### config.mk
export PLATFORM = sky130hd
export DESIGN_NAME = hd44780_responder
export DESIGN_NICKNAME = d
export VERILOG_FILES = /design/src/rtl/hd44780_responder_pkg.sv /design/src/rtl/hd44780_responder_bus_sync.sv /design/src/rtl/hd44780_responder.sv
export SDC_FILE = /design/constraint.sdc
export NUM_CORES = 1
export LEC_CHECK = 0
export CORE_ASPECT_RATIO = 0.7
export CORE_MARGIN = 5
export CORE_UTILIZATION = 57
export DETAILED_ROUTE_END_ITERATION = 8
export DONT_BUFFER_PORTS = 1
export PLACE_DENSITY_LB_ADDON = 0.15
export SYNTH_ARGS = -nofsm -noshare
export SYNTH_HDL_FRONTEND = slang
export SYNTH_SLANG_ARGS = --single-unit
### constraint.sdc
create_clock -name clk -period 4.7 [get_ports clk]
set_clock_uncertainty 0.05 [all_clocks]
set_input_delay 0.47 -clock clk [delete_from_list [all_inputs] [get_ports clk]]
set_output_delay 0.47 -clock clk [all_outputs]
set_load 0.005 [all_outputs]
### src/rtl/hd44780_responder_pkg.sv
// Shared instruction encodings, command decode and DDRAM address-counter stepping
// for the HD44780 panel-side responder.
package hd44780_responder_pkg;

    localparam int DDRAM_DEPTH = 128;

    // Instruction field masks
    localparam logic [7:0] FS_DL = 8'h10;
    localparam logic [7:0] FS_N  = 8'h08;
    localparam logic [7:0] DC_D  = 8'h04;
    localparam logic [7:0] DC_C  = 8'h02;
    localparam logic [7:0] DC_B  = 8'h01;
    localparam logic [7:0] EM_ID = 8'h02;
    localparam logic [7:0] SDL_ADDR = 8'h7F;

    typedef enum logic [3:0] {
        CMD_NOP,
        CMD_CLEAR,
        CMD_HOME,
        CMD_ENTRY,
        CMD_DISPLAY,
        CMD_SHIFT,
        CMD_FUNC,
        CMD_CGRAM,
        CMD_DDRAM
    } cmd_e;

    // Instruction class is selected by the highest set bit.
    function automatic cmd_e decode_cmd(input logic [7:0] b);
        casez (b)
            8'b1???????: return CMD_DDRAM;
            8'b01??????: return CMD_CGRAM;
            8'b001?????: return CMD_FUNC;
            8'b0001????: return CMD_SHIFT;
            8'b00001???: return CMD_DISPLAY;
            8'b000001??: return CMD_ENTRY;
            8'b0000001?: return CMD_HOME;
            8'b00000001: return CMD_CLEAR;
            default:     return CMD_NOP;
        endcase
    endfunction

    // Two-line layout wraps 0x27<->0x40 and 0x67<->0x00; one-line wraps 0x4F<->0x00.
    function automatic logic [6:0] step_ac(input logic [6:0] a, input logic up,
                                           input logic two);
        if (two) begin
            if (up) begin
                if (a == 7'h27) return 7'h40;
                if (a == 7'h67) return 7'h00;
                return a + 7'd1;
            end
            if (a == 7'h00) return 7'h67;
            if (a == 7'h40) return 7'h27;
            return a - 7'd1;
        end
        if (up) return (a == 7'h4F) ? 7'h00 : a + 7'd1;
        return (a == 7'h00) ? 7'h4F : a - 7'd1;
    endfunction

endpackage

### src/rtl/hd44780_responder_bus_sync.sv
// Multi-stage synchronizer for the asynchronous {e, rs, db} bus plus a falling-edge
// pulse on the synchronized enable.
module hd44780_responder_bus_sync #(
    parameter int SYNC_STAGES = 2
) (
    input  logic       clk,
    input  logic       rst,
    input  logic       e,
    input  logic       rs,
    input  logic [3:0] db,
    output logic       rs_sync,
    output logic [3:0] db_sync,
    output logic       e_fall
);

    logic [5:0] stage [SYNC_STAGES];
    logic       e_last;

    always_ff @(posedge clk or negedge rst) begin
        if (!rst) begin
            for (int i = 0; i < SYNC_STAGES; i++) stage[i] <= '0;
            e_last <= 1'b0;
        end else begin
            stage[0] <= {e, rs, db};
            for (int i = 1; i < SYNC_STAGES; i++) stage[i] <= stage[i-1];
            e_last <= stage[SYNC_STAGES-1][5];
        end
    end

    assign rs_sync = stage[SYNC_STAGES-1][4];
    assign db_sync = stage[SYNC_STAGES-1][3:0];
    assign e_fall  = e_last & ~stage[SYNC_STAGES-1][5];

endmodule

### src/rtl/hd44780_responder.sv
// Panel-side HD44780 responder: rebuilds bus bytes, executes the instruction subset
// and mirrors character writes into a 128x8 DDRAM with a registered read port.
module hd44780_responder
    import hd44780_responder_pkg::*;
#(
    parameter int         SYNC_STAGES = 2,
    parameter logic [7:0] CLR_CHAR    = 8'h20
) (
    input  logic       clk,
    input  logic       rst,
    input  logic       e,
    input  logic       rs,
    input  logic [3:0] db,
    input  logic [6:0] rd_addr,
    output logic [7:0] rd_data,
    output logic       busy,
    output logic       bus4,
    output logic       two_line,
    output logic       disp_on,
    output logic       cursor_on,
    output logic       blink_on,
    output logic       inc,
    output logic [6:0] ac,
    output logic       instr_strobe,
    output logic       data_strobe,
    output logic       err
);

    logic       e_fall, rs_s;
    logic [3:0] db_s;
    logic       phase_low, hi_rs, cg_mode;
    logic [3:0] hi_nib;
    logic [6:0] fill_addr;
    logic [7:0] mem [DDRAM_DEPTH];

    logic       byte_done, cur_rs, rs_err, exec, wr_en;
    logic [7:0] cur_byte, wr_data;
    logic [6:0] wr_addr;
    cmd_e       cmd;

    hd44780_responder_bus_sync #(.SYNC_STAGES(SYNC_STAGES)) u_sync (
        .clk    (clk),
        .rst    (rst),
        .e      (e),
        .rs     (rs),
        .db     (db),
        .rs_sync(rs_s),
        .db_sync(db_s),
        .e_fall (e_fall)
    );

    // NOTE: every signal driven here gets a default first so no latch is inferred.
    always_comb begin
        byte_done = e_fall && (!bus4 || phase_low);
        cur_byte  = bus4 ? {hi_nib, db_s} : {db_s, 4'h0};
        cur_rs    = bus4 ? hi_rs : rs_s;
        rs_err    = e_fall && bus4 && phase_low && (rs_s != hi_rs);
        exec      = byte_done && !busy;
        cmd       = decode_cmd(cur_byte);
        wr_en     = busy || (exec && cur_rs && !cg_mode);
        wr_addr   = busy ? fill_addr : ac;
        wr_data   = busy ? CLR_CHAR : cur_byte;
    end

    // NOTE: sequential state uses non-blocking assignments; later assignments win.
    always_ff @(posedge clk or negedge rst) begin
        if (!rst) begin
            busy         <= 1'b1;
            fill_addr    <= '0;
            bus4         <= 1'b0;
            two_line     <= 1'b0;
            disp_on      <= 1'b0;
            cursor_on    <= 1'b0;
            blink_on     <= 1'b0;
            inc          <= 1'b1;
            ac           <= '0;
            instr_strobe <= 1'b0;
            data_strobe  <= 1'b0;
            err          <= 1'b0;
            phase_low    <= 1'b0;
            hi_nib       <= '0;
            hi_rs        <= 1'b0;
            cg_mode      <= 1'b0;
        end else begin
            instr_strobe <= 1'b0;
            data_strobe  <= 1'b0;

            if (busy) begin
                fill_addr <= fill_addr + 7'd1;
                if (fill_addr == 7'h7F) busy <= 1'b0;
            end

            // The nibble phase advances on every edge, even while busy.
            if (e_fall && bus4) begin
                phase_low <= ~phase_low;
                if (!phase_low) begin
                    hi_nib <= db_s;
                    hi_rs  <= rs_s;
                end
            end

            if ((e_fall && busy) || rs_err) err <= 1'b1;

            if (exec && cur_rs) begin
                data_strobe <= 1'b1;
                if (!cg_mode) ac <= step_ac(ac, inc, two_line);
            end else if (exec) begin
                instr_strobe <= 1'b1;
                case (cmd)
                    CMD_CLEAR: begin
                        busy      <= 1'b1;
                        fill_addr <= '0;
                        ac        <= '0;
                        inc       <= 1'b1;
                    end
                    CMD_HOME:  ac <= '0;
                    CMD_ENTRY: inc <= |(cur_byte & EM_ID);
                    CMD_DISPLAY: begin
                        disp_on   <= |(cur_byte & DC_D);
                        cursor_on <= |(cur_byte & DC_C);
                        blink_on  <= |(cur_byte & DC_B);
                    end
                    CMD_FUNC: begin
                        bus4     <= ~|(cur_byte & FS_DL);
                        two_line <= |(cur_byte & FS_N);
                        if ((~|(cur_byte & FS_DL)) != bus4) phase_low <= 1'b0;
                    end
                    CMD_CGRAM: cg_mode <= 1'b1;
                    CMD_DDRAM: begin
                        ac      <= cur_byte[6:0] & SDL_ADDR[6:0];
                        cg_mode <= 1'b0;
                    end
                    default: ;
                endcase
            end
        end
    end

    // NOTE: the DDRAM array has no reset; the clear fill initialises it after reset.
    always_ff @(posedge clk) begin
        if (wr_en) mem[wr_addr] <= wr_data;
    end

    always_ff @(posedge clk or negedge rst) begin
        if (!rst) rd_data <= '0;
        else      rd_data <= mem[rd_addr];
    end

endmodule

* After elaboration in Yosys (flattened, before gate mapping)
Memory sizes are Yosys's and may differ from the RTL's. A register that Yosys moved wholly into a read port is not among the register bits. Index checks and enable logic that the tools add are counted.
Word-level totals: register bits 44, latch bits 0, memory bits (writable) 1024, ROM bits 0, logic and storage cells 159, memories 1
Memories:
- mem | words 128, width 8, read ports 1, clocked after memory_dff 1, write ports 1, RTL line hd44780_responder.sv:34 | logic [7:0] mem [DDRAM_DEPTH];
Cells by class: add/subtract/negate cells 3, multiply operators 0, div/mod/pow operators 0, order comparisons 0, equal/unequal tests 22, shifts and indexed selects 0, multiplexer cells 82, bitwise gates (word level) 4, reduce and logical (&&, ||, !) cells 28
Operators with widths (count):
- 2-to-1 mux 7 bit | 28
- 2-to-1 mux 1 bit | 48
- case mux 4 bit (8 select lines) | 1
- equality test 7 bit, second input constant | 4
- 2-to-1 mux 8 bit | 2
- AND reduction 3 bit | 5
- adder 7 x 1 -> 7 bit, second input constant | 2
- case mux 7 bit (2 select lines) | 1
- equality test 4 x 3 -> 1 bit, second input constant | 3
- equality test 4 x 1 -> 1 bit, second input constant | 2
- equality test 4 x 2 -> 1 bit, second input constant | 2
- equality test 8 x 1 -> 1 bit, second input constant | 1
- logical AND 1 bit | 8
- equality test 7 x 1 -> 1 bit, second input constant | 1
- equality test 7 x 6 -> 1 bit, second input constant | 1
- zero test 7 bit | 1
- subtractor 7 x 1 -> 7 bit, second input constant | 1
- equality test 6 x 1 -> 1 bit, second input constant | 1
- nonzero test 2 bit | 3
- equality test 5 x 1 -> 1 bit, second input constant | 1
- zero test 1 bit | 5
- equality test 4 bit, second input constant | 1
- case mux 1 bit (2 select lines) | 2
- equality test 3 x 1 -> 1 bit, second input constant | 1
- other kinds (9) | 14

* Depth between registers and ports, before layout
Gate-level depths: netlist of the first run.
depth in word-level cells 25, depth in mapped cells 9, gate-level depth less buffers 8

* Cells and area by module
Synthesis of the first run repeated with hierarchy kept, for this count alone.
Second synthesis, totals: cell total of the unflattened synthesis 1913, area total of the unflattened synthesis 42181.7 µm²
By module, submodules not included:
- hd44780_responder | times used 1, cells an instance 1895, area an instance 41812.6 µm², sequential area each 31727.9 µm²
- hd44780_responder_bus_sync | times used 1, cells an instance 18, area an instance 369.1 µm², sequential area each 325.3 µm²

* Worst setup path before layout of the first run
OpenSTA, ideal clock, no wires.
kind flip-flop to flip-flop, from register bus4, to memory mem[0][0] (data pin), library setup time 0.797 ns, data arrival time 4.136 ns, required time 3.853 ns, path slack -0.282 ns, cell stages (with the launch flop) 5, cells stage by stage dfrtp_1 > clkbuf_1 > buf_1 > nand2_1 > nor2_1
On the way: word-level cells in the longest chain between the ends 2
RTL lines:
- from (decl) | RTL line hd44780_responder.sv:17 | output logic bus4,
- from (signal assigned) | RTL line hd44780_responder.sv:124 | bus4 <= ~|(cur_byte & FS_DL);
- 2-to-1 mux 8 bit | RTL line hd44780_responder.sv:55 | cur_byte = bus4 ? {hi_nib, db_s} : {db_s, 4'h0};
- 2-to-1 mux 8 bit | RTL line hd44780_responder.sv:62 | wr_data = busy ? CLR_CHAR : cur_byte;
- named net wr_data[0] | RTL line hd44780_responder.sv:37 | logic [7:0] cur_byte, wr_data;
- to (decl) | RTL line hd44780_responder.sv:34
The timed path passes the listed nets, and every way through them passes these cells.

* Worst setup path in the final report of the first run
from register busy, to memory mem[37][1] (enable)
On the way: word-level cells in the longest chain between the ends 7, elaborated cells between the ends (all ways) 8
RTL lines:
- from (decl) | RTL line hd44780_responder.sv:16 | output logic busy,
- from (signal assigned) | RTL line hd44780_responder.sv:68 | busy <= 1'b1;
- from (signal assigned) | RTL line hd44780_responder.sv:90 | if (fill_addr == 7'h7F) busy <= 1'b0;
- from (signal assigned) | RTL line hd44780_responder.sv:111 | busy <= 1'b1;
- zero test 1 bit | RTL line hd44780_responder.sv:58 | exec = byte_done && !busy;
- logical AND 1 bit | RTL line hd44780_responder.sv:58
- logical AND 1 bit (2 in a row) | RTL line hd44780_responder.sv:60 | wr_en = busy || (exec && cur_rs && !cg_mode);
- logical OR 1 bit | RTL line hd44780_responder.sv:60
- 2-to-1 mux 1 bit | RTL line hd44780_responder.sv:141 | if (wr_en) mem[wr_addr] <= wr_data;
- 2-to-1 mux 1 bit (implied by the code) | RTL line hd44780_responder.sv:141
Parallel ways exist; a longest one is shown, timed or not.

==> flow_summary.json, run 1 <==
{
  "r2r_setup_slack_ps": 700,
  "multiInputGateArea_um2": 9650,
  "drt_pass1_iterations": 5,
  "core.rowCount": 83,
  "grt_pass1_vias": 19800,
  "drt-initial-drc-count": 2670,
  "dieArea_um2": 79600,
  "ctsHoldBuffers": 9,
  "die_w_um": 335,
  "cp_max_fo": 34,
  "grt_pass1_wl_um": 141000,
  "netlist_instances": 1901,
  "rr_startpoint": "busy$_DFF_PN1_",
  "tns_ps": 0,
  "path_clk_slew_ps": 70,
  "dp_hpwl_um": 58700,
  "ctsResizeCount": 0,
  "diodes": 0,
  "powerDensity_nw_per_um2": 468,
  "synth-seq-cells": 1076,
  "ir_worst_vdd_uv": 305,
  "synth_top_cell_by_area": "edfxtp_1",
  "gr-total-overflow": 0,
  "wl_per_cell_um": 31.8,
  "synth_ff_type": "edfxtp_1",
  "post-route-period-util_pct": 85.1,
  "slew_viol_final": 0,
  "async_flop_share_pct": 4.83,
  "p_leak_uw": 0.0148,
  "syn_area_um2": 42100,
  "ctsRootBufferMaster": "clkbuf_16",
  "regArea_um2": 32100,
  "drc": 0,
  "start_kind": "flop",
  "slew_headroom_pct": 24.1,
  "synth_mux_area_share_pct": 18.7,
  "holdPathStages": 2,
  "max_stage_delay_ps": 1060,
  "cts_setup_buffers": 0,
  "ys_top_cells_by_count": "1024 x edfxtp_1, 336 x mux4_2, 161 x nor2_1",
  "ys_top_cells_by_area": "edfxtp_1 73%, mux4_2 18%, dfrtp_1 3.0%, nor2_1 1.4%, clkbuf_1 0.50%",
  "synth-compound-area-share_pct": 1.05,
  "yosysMostFrequentCell": "edfxtp_1",
  "die_y_um": 237,
  "cts_sinks": 1076,
  "r2r-end": "mem[37][1]$_DFFE_PP_",
  "synth-simple-area-share_pct": 2.62,
  "cp.arrival_ps": 4230,
  "synth_top_family_by_area": "multiplexers",
  "cp_cell_sequence": "inv_1 -> a21boi_1 -> nand3_1 -> buf_4 -> nor2_1",
  "grt_usage_pct": 24.8,
  "synth_xor_area_share_pct": 0.270,
  "htree_levels": 3,
  "synth_cell_types": 55,
  "synthToLayoutAreaGrowth_pct": 11.4,
  "cts_tree": "built",
  "core_area_um2": 73300,
  "clk-insertion-delay-late_ps": 660,
  "antenna_found_initial": 7,
  "ant_nets": 0,
  "place_congestion": 0.844,
  "hold_path_class": "input port to flop",
  "cts_max_path_buffers": 3,
  "drive_gt1_share_pct": 28.5,
  "worstHoldEndpoint": "rd_data[6]$_DFF_PN0_",
  "num_vias": 19800,
  "utilization_pct": 64.0,
  "finalNonFillerCells": 3032,
  "yosysWarnings": 0,
  "synth_edf_count": 1024,
  "grt_max_degree": 257,
  "wirelength_um": 96500,
  "r2r_cells": 5,
  "initial_utilization_pct": 57.5,
  "yosysSeqAreaShare_pct": 76.1,
  "worst-setup-path-type": "flop to flop",
  "maxCapViolCount": 0,
  "finalHoldViolCount": 0,
  "setup_viol": 0,
  "rsz0062_at_grt": "no",
  "io_pins": 40,
  "post-route-min-period_ps": 4000,
  "synth_adder_area_share_pct": 0.148,
  "fill_cells": 4824,
  "viasPerCell": 6.54,
  "cts_buffers": 96,
  "hold_path.startpoint": "rd_addr[6]",
  "syn-mean-instance-area_um2": 22.2,
  "yosysTopAreaCellShare_pct": 73.0,
  "required_ps": 4930,
  "numPlacedInstances": 2848,
  "cpMaxStageDelayCell": "dfstp_2",
  "outcome": "finished, final reports clean",
  "syn_nets": 1921,
  "worstMarginPinSlew_ps": 1140,
  "fmax_mhz": 250,
  "placement.io_buffers": 0,
  "worstSetupEndpointType": "flop",
  "setup.worst_path.start": "busy$_DFF_PN1_",
  "fin_nets": 1998
}
-- cells in the final DEF, fill, tap and decap left out, types with 10 or more instances in the layout --
cell       synthesis  routed
nand3_1           16      16
mux2_2            18      18
dfrtp_1           50      50
mux4_2           336     336
clkinv_2           0      15
clkbuf_1          56      20
inv_1             12      12
clkinv_1           1      14
edfxtp_1        1024    1024
clkbuf_16          0     100
bufinv_16          0      12
o21ai_0           14      13
nand2_1           50      49
nor2_1           161     156
a21oi_1           10      10
buf_4             10      67
-- worst max-delay path, delay by kind of cell, from the launching register on --
family / cells / cell delay, ps
compound gates: 1 / 620
buf+inv: 2 / 770
flops: 1 / 1060
simple gates: 2 / 1110
-- final cells by class --
| class | count | area share [%] |
|---|---|---|
| repair buffers | 83 | 1.60 |
| flip-flops and latches | 1076 | 68.3 |
| multi-input cells | 708 | 20.5 |
| clock inverters | 48 | 1.18 |
| clock buffers | 127 | 5.69 |
| inverters | 13 | 0.104 |
| well taps | 977 | 2.60 |
-- sequential cells by signal, summed over array words and instances (netlist names), 4 cells and up --
| signal | cells |
|---|---|
| mem | 1024 |
| rd_data | 8 |
| ac | 7 |
| fill_addr | 7 |
| u_sync.stage | 7 |
| hi_nib | 4 |
| u_sync.db_sync | 4 |
-- worst max-delay path by stage --
| stage | end | slack [ps] |
|---|---|---|
| finish | mem[37][1]$_DFFE_PP_ | 700 |
| floorplan | mem[0][7]$_DFFE_PP_ | -190 |
| global placement | mem[37][3]$_DFFE_PP_ | 830 |
| CTS | mem[37][3]$_DFFE_PP_ | 730 |
| global route | mem[37][5]$_DFFE_PP_ | 540 |
| detailed placement | mem[37][3]$_DFFE_PP_ | 740 |
-- metrics by stage --
step           setup WS, ps  instance area [µm²]  total power, µW  hold WS (ps)
2_1_floorplan          -186                42200            13100           124
3_3_place_gp            831                43600            14100           130
3_5_place_dp            740                43600            14100           130
4_1_cts                 725                47000            22100          46.0
5_1_grt                 543                47000            22700          49.7
6_report                700                47000            22000          92.1
-- cell families (layout without fill, tap and decap cells) --
group	count (synthesis)	count (layout)
adders and majority gates	5	5
xor gates and xnor gates	13	13
AOI/OAI and AO/OA	64	64
buffers and inverters	117	271
DFF	1076	1076
and+or+nand+nor	263	263
muxes	363	363
-- per-layer routing --
| metal | vias to the layer above | track usage [%] | wire (µm) |
|---|---|---|---|
| li1 | 8122 | - | - |
| met2 | 1045 | 34.6 | 42600 |
| met1 | 10600 | 40.2 | 41300 |
| met4 | 4 | 3.85 | 1380 |
| met5 | - | 0 | 22 |
| met3 | 108 | 7.65 | 11300 |
-- where the power goes --
| part | switching [µW] | internal (µW) | total (µW) | leakage [µW] |
|---|---|---|---|---|
| registers | 227 | 11300 | 11500 | 0.00996 |
| clock network | 3370 | 4660 | 8030 | 0.00158 |
| logic | 1660 | 740 | 2400 | 0.00323 |
Power figures use the tool's default switching activity.
==> run 2, diff against run 1 <==
--- a/config.mk
+++ b/config.mk
@@ -12,4 +12,5 @@
 export DONT_BUFFER_PORTS = 1
 export PLACE_DENSITY_LB_ADDON = 0.15
+export SLEW_MARGIN = 20
 export SYNTH_ARGS = -nofsm -noshare
 export SYNTH_HDL_FRONTEND = slang
==> constraint.sdc (replaced) <==
create_clock -name clk -period 4.7 [get_ports clk]
set_clock_uncertainty 0.05 [all_clocks]
set_input_delay 0.47 -clock clk [delete_from_list [all_inputs] [get_ports clk]]
set_output_delay 0.47 -clock clk [all_outputs]
set_load 0.1 [all_outputs]
==> run 2 against run 1 <==
First-iteration DRC count decreased by 7.9%. Wire length decreased by 2.5%. Sequential cell count unchanged. Fmax increased by 21%. Utilization decreased by 0.51 points. Critical path depth decreased by 1. Sequential power about the same. Cell area decreased by 0.79%. Critical endpoint is now mem[61][2]$_DFFE_PP_. Largest cell class unchanged. Largest power group unchanged.
==> flow_summary.json, run 2 (synthesis gave the netlist of run 1 again) <==
{
  "ir_worst_vdd_uv": 431,
  "num_vias": 19500,
  "dieArea_um2": 79600,
  "htree_levels": 3,
  "cp.arrival_ps": 3520,
  "hold_path_class": "input port to flop",
  "outcome": "finished, final reports clean",
  "mostFrequentLayoutCells": "1024 x edfxtp_1, 336 x mux4_2, 156 x nor2_1",
  "fin_nets": 1969,
  "worst-setup-path-type": "flop to flop",
  "post-route-period-util_pct": 70.3,
  "required_ps": 4920,
  "wl_per_cell_um": 31.3,
  "slew_headroom_pct": 28.6,
  "rsz0062_at_grt": "no",
  "drc": 0,
  "worstSetupEndpointType": "flop",
  "drive_gt1_share_pct": 27.1,
  "placement.io_buffers": 0,
  "place_congestion": 0.812,
  "tns_ps": 0,
  "layout_commonest_cell": "edfxtp_1",
  "cts_setup_buffers": 0,
  "clk-insertion-delay-late_ps": 650,
  "r2r_setup_slack_ps": 1400,
  "largest_reg_flops": 1024,
  "die_y_um": 237,
  "ctsRootBufferMaster": "clkbuf_16",
  "dp_hpwl_um": 56100,
  "gr-total-overflow": 0,
  "cts_sinks": 1076,
  "numPlacedInstances": 2816,
  "slew_viol_final": 0,
  "largest_register": "mem",
  "post-route-min-period_ps": 3300,
  "core.rowCount": 83,
  "io_pins": 40,
  "biggestRegsByFlops": "mem (1024), rd_data (8)",
  "cts_max_path_buffers": 3,
  "grt_usage_pct": 24.1,
  "cp_max_fo": 12,
  "grt_pass1_wl_um": 139000,
  "path_clk_slew_ps": 60,
  "finalNonFillerCells": 3007,
  "antenna_found_initial": 3,
  "viasPerCell": 6.49,
  "max_stage_delay_ps": 910,
  "core_area_um2": 73300,
  "place_area_um2": 43300,
  "maxCapViolCount": 0,
  "finalHoldViolCount": 0,
  "final_area_um2": 46600,
  "p_leak_uw": 0.0145,
  "drt-initial-drc-count": 2460,
  "drt_pass1_iterations": 5,
  "die_w_um": 335,
  "cpMaxStageDelayCell": "o32ai_2",
  "powerDensity_nw_per_um2": 476,
  "synthToLayoutAreaGrowth_pct": 10.5,
  "fmax_mhz": 303,
  "grt_max_degree": 257,
  "cts_buffers": 98,
  "start_kind": "flop",
  "worstMarginPinSlew_ps": 1070,
  "setup_viol": 0,
  "cts_tree": "built",
  "cp_cell_sequence": "inv_1 -> o32ai_2 -> nand2_1 -> nor2_1",
  "grt_pass1_vias": 19800,
  "ant_nets": 0,
  "wirelength_um": 94100,
  "initial_utilization_pct": 57.5,
  "utilization_pct": 63.5
}
[run 2: changes by cell type in the layout (fill, tap and decap cells not counted), sizes merged]
cell,change
clkinvlp,+2
bufinv,-3
diode,+1
clkbuf,-3
clkinv,+9
buf,-31
[run 2: through the flow]
step | worst slack (ps) | hold slack, ps | power, µW
2_1_floorplan | 467 | 124 | 13600
3_3_place_gp | 1510 | 129 | 14500
3_5_place_dp | 1440 | 128 | 14500
4_1_cts | 1420 | 88.7 | 22300
5_1_grt | 1250 | 86.8 | 22900
6_report | 1400 | 121 | 22200
[run 2: path summary, 6_finish.rpt]
| check | end | depth (start not counted) | start |
|---|---|---|---|
| min reg2reg | u_sync.db_sync[3]$_DFF_PN0_ | 0 | u_sync.stage[9]$_DFF_PN0_ |
| min | rd_data[5]$_DFF_PN0_ | 2 | rd_addr[6] |
| max reg2reg | mem[61][2]$_DFFE_PP_ | 4 | ac[5]$_DFFE_PN0P_ |
| min in group asynchronous | ac[4]$_DFFE_PN0P_ | 2 | rst |
| max in group asynchronous | inc$_DFFE_PN1P_ | 2 | rst |
| max | mem[61][2]$_DFFE_PP_ | 4 | ac[5]$_DFFE_PN0P_ |
[run 2: repair_timing]
item / CTS / global route
hold buffers: 9 / 0
resized for setup: 0 / 0
endpoints found under the hold margin: 66 / 0
[run 2: layout make-up]
cell class,instances,area (µm²)
Sequential cell,1076,32100
Tap cell,977,1220
Timing Repair Buffer,52,493
Antenna cell,1,2.50
Fill cell,4872,26700
Inverter,13,48.8
Multi-Input combinational cell,708,9640
Clock inverter,56,500
Clock buffer,124,2610
[run 2: power by group]
group / total [µW] / switching, µW / leakage [µW] / internal, µW
sequential: 11700 / 334 / 0.00996 / 11300
combinational: 2730 / 1990 / 0.00305 / 745
clock: 7790 / 3370 / 0.00152 / 4420
total: 22200 / 5690 / 0.0145 / 16500
[run 2: layer usage]
metal	GRT usage (%)	wire (µm)
met3	8.22	10600
met4	4.42	1590
met5	0	12
met2	33.8	41200
met1	38.2	40700
[run 2: critical path: cells and delay by family, from the launching register on]
kind	cells	cell delay, ps
AO/OA/AOI/OAI	1	910
flip-flops	1	630
AND/OR/NAND/NOR	2	1170
buffers and inverters	1	160
